**config.mk**
```make
export PLATFORM = sky130hd
export DESIGN_NAME = mem_arbiter
export DESIGN_NICKNAME = d
export VERILOG_FILES = /design/src/rtl/mem_arbiter.sv
export SDC_FILE = /design/constraint.sdc
export NUM_CORES = 1
export LEC_CHECK = 0
export ABC_AREA = 1
export CELL_PAD_IN_SITES_DETAIL_PLACEMENT = 0
export CELL_PAD_IN_SITES_GLOBAL_PLACEMENT = 2
export CORE_MARGIN = 4
export CORE_UTILIZATION = 19
export DETAILED_ROUTE_END_ITERATION = 10
export PLACE_DENSITY_LB_ADDON = 0.1
export SLEW_MARGIN = 40
export SYNTH_ARGS = -nofsm -noshare
export SYNTH_HDL_FRONTEND = slang
export SYNTH_SLANG_ARGS = --single-unit
```
**constraint.sdc**
```tcl
create_clock -name CLK -period 4.6 [get_ports CLK]
set_input_delay 1.38 -clock CLK [delete_from_list [all_inputs] [get_ports CLK]]
set_output_delay 1.38 -clock CLK [all_outputs]
set_load 0.05 [all_outputs]
```
**src/rtl/mem_arbiter.sv**
```systemverilog
// rtl/mem_arbiter.sv - single-port RAM arbiter between icache and dcache (optional macro: ARB_FAIR_EN)
module mem_arbiter #(
  parameter int unsigned TIMEOUT = 64
) (
  input  logic        CLK,
  input  logic        RST,
  input  logic        iREN,
  input  logic [31:0] iaddr,
  output logic        iwait,
  output logic [31:0] iload,
  input  logic        dREN,
  input  logic        dWEN,
  input  logic [31:0] daddr,
  input  logic [31:0] dstore,
  output logic        dwait,
  output logic [31:0] dload,
  output logic        ramREN,
  output logic        ramWEN,
  output logic [31:0] ramaddr,
  output logic [31:0] ramstore,
  input  logic [31:0] ramload,
  input  logic        ramready,
  output logic        ramerr
);

  localparam logic [31:0] BAD_LOAD = 32'hBAD0BAD0;
  localparam logic [7:0]  LAST_CNT = 8'(TIMEOUT - 1);

  typedef enum logic [1:0] {
    IDLE = 2'd0,
    IACC = 2'd1,
    DACC = 2'd2
  } state_t;

  state_t      r_state;
  state_t      w_next;
  logic [7:0]  r_cnt;
  logic [31:0] r_addr;
  logic [31:0] r_store;
  logic        r_dren;
  logic        r_dwen;
  logic        r_err;
  logic        w_dreq;
  logic        w_grant_d;
  logic        w_grant_i;
  logic        w_busy;
  logic        w_expired;
  logic        w_done;
  logic        w_timeout;
  logic [31:0] w_load;

  assign w_dreq = dREN | dWEN;

`ifdef ARB_FAIR_EN
  logic r_last_d;

  // On a tie, hand the RAM to whichever side did not get it last time.
  assign w_grant_d = w_dreq & (~iREN | ~r_last_d);

  // Remember which side won the most recent grant (reset favours data first).
  always_ff @(posedge CLK or posedge RST) begin
    if (RST) begin
      r_last_d <= 1'b0;
    end else if (r_state == IDLE && (w_grant_d || w_grant_i)) begin
      r_last_d <= w_grant_d;
    end
  end
`else
  // On a tie, data always wins.
  assign w_grant_d = w_dreq;
`endif

  assign w_grant_i = iREN & ~w_grant_d;

  assign w_busy    = (r_state != IDLE);
  assign w_expired = (r_cnt == LAST_CNT);
  // ramready wins over the timeout when both land in the same cycle.
  assign w_done    = w_busy & (ramready | w_expired);
  assign w_timeout = w_busy & ~ramready & w_expired;
  assign w_load    = ramready ? ramload : BAD_LOAD;

  assign iload    = w_load;
  assign dload    = w_load;
  assign ramaddr  = r_addr;
  assign ramstore = r_store;
  assign ramerr   = r_err;

  // State register.
  always_ff @(posedge CLK or posedge RST) begin
    if (RST) begin
      r_state <= IDLE;
    end else begin
      r_state <= w_next;
    end
  end

  // Next-state decode and RAM strobe / wait generation.
  always_comb begin
    w_next = r_state;
    iwait  = 1'b1;
    dwait  = 1'b1;
    ramREN = 1'b0;
    ramWEN = 1'b0;
    case (r_state)
      IDLE: begin
        if (w_grant_d) begin
          w_next = DACC;
        end else if (w_grant_i) begin
          w_next = IACC;
        end
      end
      IACC: begin
        ramREN = 1'b1;
        if (w_done) begin
          iwait  = 1'b0;
          w_next = IDLE;
        end
      end
      DACC: begin
        ramWEN = r_dwen;
        ramREN = r_dren & ~r_dwen;
        if (w_done) begin
          dwait  = 1'b0;
          w_next = IDLE;
        end
      end
      default: begin
        w_next = IDLE;
      end
    endcase
  end

  // Snapshot the winning request so a requester dropping mid-access cannot tear it.
  always_ff @(posedge CLK or posedge RST) begin
    if (RST) begin
      r_addr  <= '0;
      r_store <= '0;
      r_dren  <= 1'b0;
      r_dwen  <= 1'b0;
    end else if (r_state == IDLE) begin
      if (w_grant_d) begin
        r_addr  <= daddr;
        r_store <= dstore;
        r_dren  <= dREN;
        r_dwen  <= dWEN;
      end else if (w_grant_i) begin
        r_addr  <= iaddr;
      end
    end
  end

  // Count cycles spent waiting on the RAM; cleared while idle and on completion.
  always_ff @(posedge CLK or posedge RST) begin
    if (RST) begin
      r_cnt <= '0;
    end else if (r_state == IDLE || w_done) begin
      r_cnt <= '0;
    end else begin
      r_cnt <= r_cnt + 8'd1;
    end
  end

  // Sticky error once any access is forced complete by the timeout.
  always_ff @(posedge CLK or posedge RST) begin
    if (RST) begin
      r_err <= 1'b0;
    end else if (w_timeout) begin
      r_err <= 1'b1;
    end
  end

endmodule

```
==> metrics.txt <==
pwr dens 659 mW/mm2; CTS Hold Bufs 0; CP Capture Point iload[12]; clk_skew 4.47 ps; routed len/inst 14.0 um; Non-Filler Cell Area, Final 0.00706 mm2; slowest cell on the critical path clkdlybuf4s50_1; pin count of the biggest net entering global routing 65; CP required 3220 ps; clock buffer depth 2; number of diodes 0; port bufs 266; mapped cell area 0.00379 mm2; final wirelength 13.7 mm; count of state elements after synthesis 77; Post-DRT Antenna Nets 0; CTS tree yes; Crit Path Max Fanout 17; Resize count post-CTS 0; Final setup viols 0; nets 850; top cell type's share of synthesized area 50.8%; Critical Path Start Type input port; top_reg_cell synth dfrtp_1; 1st-iter DRT viols 201; number of global-route vias before repair 3882; WS Path Type in2out; Tightest Pin Transition 630 ps; Post-Syn Instances 484; Syn. warnings 0; All-Layer GR Usage 11.9%; reg-to-reg startpoint r_state[0]; Critical R2R Capture ramaddr[21]; initial antenna violation count 1; Seq/Total Area, Yosys 50.8%; dpl hpwl 10.5 mm; crit-path cells clkdlybuf4s50_1 -> inv_1 -> or2_2 -> buf_4; MaxCap Viol Count 0; hold path start r_cnt[0]; RSZ-0062 raised after global routing false; Min-Delay Path Class reg2reg; Post-CTS Setup Bufs 0; die height 149 um; Rows 51; Peak VDD IR 0.309 mV; Post-synth ARST share 100%; synth cell count leaders nand2_1, dfrtp_1, nor2_1; H-tree depth 3; Initial DRT Pass Iterations 4; worst setup path start ramready; syn avg cell area 7.83 um2; Yosys cell types 20; placed cell areas 0.00675 mm2; Layout area overhead 86.4%; Reg clk slew, reported paths 60 ps; final hold viol count 0; CP endpoint kind primary output; share of cells above drive strength 1 15.5%; status completed; fmax 252 MHz; Post-synth EDFFs 0; most numerous cell in the Yosys netlist nand2_1; final worst path period share 86.4%; Via density 3.88; Syn Nets 622; R2R Setup Slk 2780 ps; Fill cells 2022; first-pass GRT wire length 20.8 mm; Synth area leaders dfrtp_1, nand2_1, buf_4, a31oi_1, nor2_1; clock latency on the worst-skew pair 340 ps; total negative setup slack 0 ps; cell taking the most area after synthesis dfrtp_1; starting density of the core 19.4%; CTS Sinks 77; vias 3813; data arrival time of the critical path 2590 ps; Placer Congestion 0.745; Core Area 0.0195 mm2; DRC violations left 0; cts bufs inserted 9; Static Leak 3.26 nW; boundary pin count 267; Worst slew margin 58.0%; biggest cell delay along the critical path 480 ps; Root Buffer clkbuf_16; reg2reg path depth 7; die outline area 0.0223 mm2; Pins Over Slew Limit 0; Die Width 149 um; GR Overflow Total 0; Final min period 3970 ps; fin util 36.2%
==> report_power, final <==
part / internal, W / leakage, nW / switching [W]
clock network: 0.000440 / 0.151 / 0.000302
logic: 0.000898 / 2.18 / 0.00186
registers: 0.000989 / 0.927 / 0.000161
total: 0.00233 / 3.26 / 0.00233
==> layer usage <==
layer  GRT usage (%)  vias to the layer above  wire length [um]
li1                -                     1916                 -
met1            12.8                     1716              5230
met2            20.1                      164              6560
met3            6.02                       15              1700
met4            4.53                        2               208
met5               0                        -                11
==> cell type report <==
cell class                 count  area [um2]  share of cell area (%)
clock buffer                  10         239                    3.38
multi-input combinational    318        1400                    19.8
timing repair buffer         271        2960                    41.9
inverter                      35         136                    1.93
tap                          265         332                    4.69
clock inverter                 6        71.3                    1.01
sequential                    77        1930                    27.3
==> how the worst min path moves through the flow <==
stage / slack, ps / to / cells past startpoint
after floorplan: 430 / r_cnt[0] / 1
after global placement: 450 / r_cnt[0] / 1
after detailed placement: 460 / ramstore[10] / 2
after CTS: 470 / r_cnt[0] / 1
after global routing: 490 / ramstore[10] / 2
final: 470 / r_cnt[0] / 1
==> per-stage QoR <==
stage | hold WS (ps) | power, W | worst slack, ps | instances
after floorplan | 433 | 0.00296 | 736 | 484
after global placement | 446 | 0.00395 | 610 | 966
after detailed placement | 458 | 0.00397 | 579 | 966
after CTS | 471 | 0.00474 | 579 | 982
after global routing | 490 | 0.00495 | 485 | 982
final | 467 | 0.00465 | 627 | 982
==> state kept, by name, summed over array words and instances, names as in the netlist <==
name,count
r_dwen,1
ramstore,32
ramerr,1
r_dren,1
r_cnt,8
r_state,2
ramaddr,32
==> layout by cell type (no fill, tap or decap), types with 2 or more instances in the layout <==
cell type,synthesis,layout
a21oi_1,3,3
a31oi_1,33,33
buf_12,0,34
buf_4,33,37
clkbuf_16,0,9
clkdlybuf4s50_1,0,200
clkinv_4,0,3
dfrtp_1,77,77
ha_1,4,4
inv_1,33,31
inv_2,2,3
nand2_1,205,205
nand3_1,6,6
nor2_1,43,43
nor3_1,2,2
or2_2,16,16
==> critical path: cells and delay by family <==
kind,cells,cell delay [ps]
buf+inv,3,860
simple gates,1,350
==> kinds of logic (layout without fill, tap and decap cells) <==
family	after synthesis	after routing	synth area share [%]
buf+inv	89	322	12.5
simple gates	275	275	28.9
fa+ha+maj	4	4	1.32
compound gates	39	39	6.44
flops	77	77	50.8
Power figures use the tool's default switching activity.
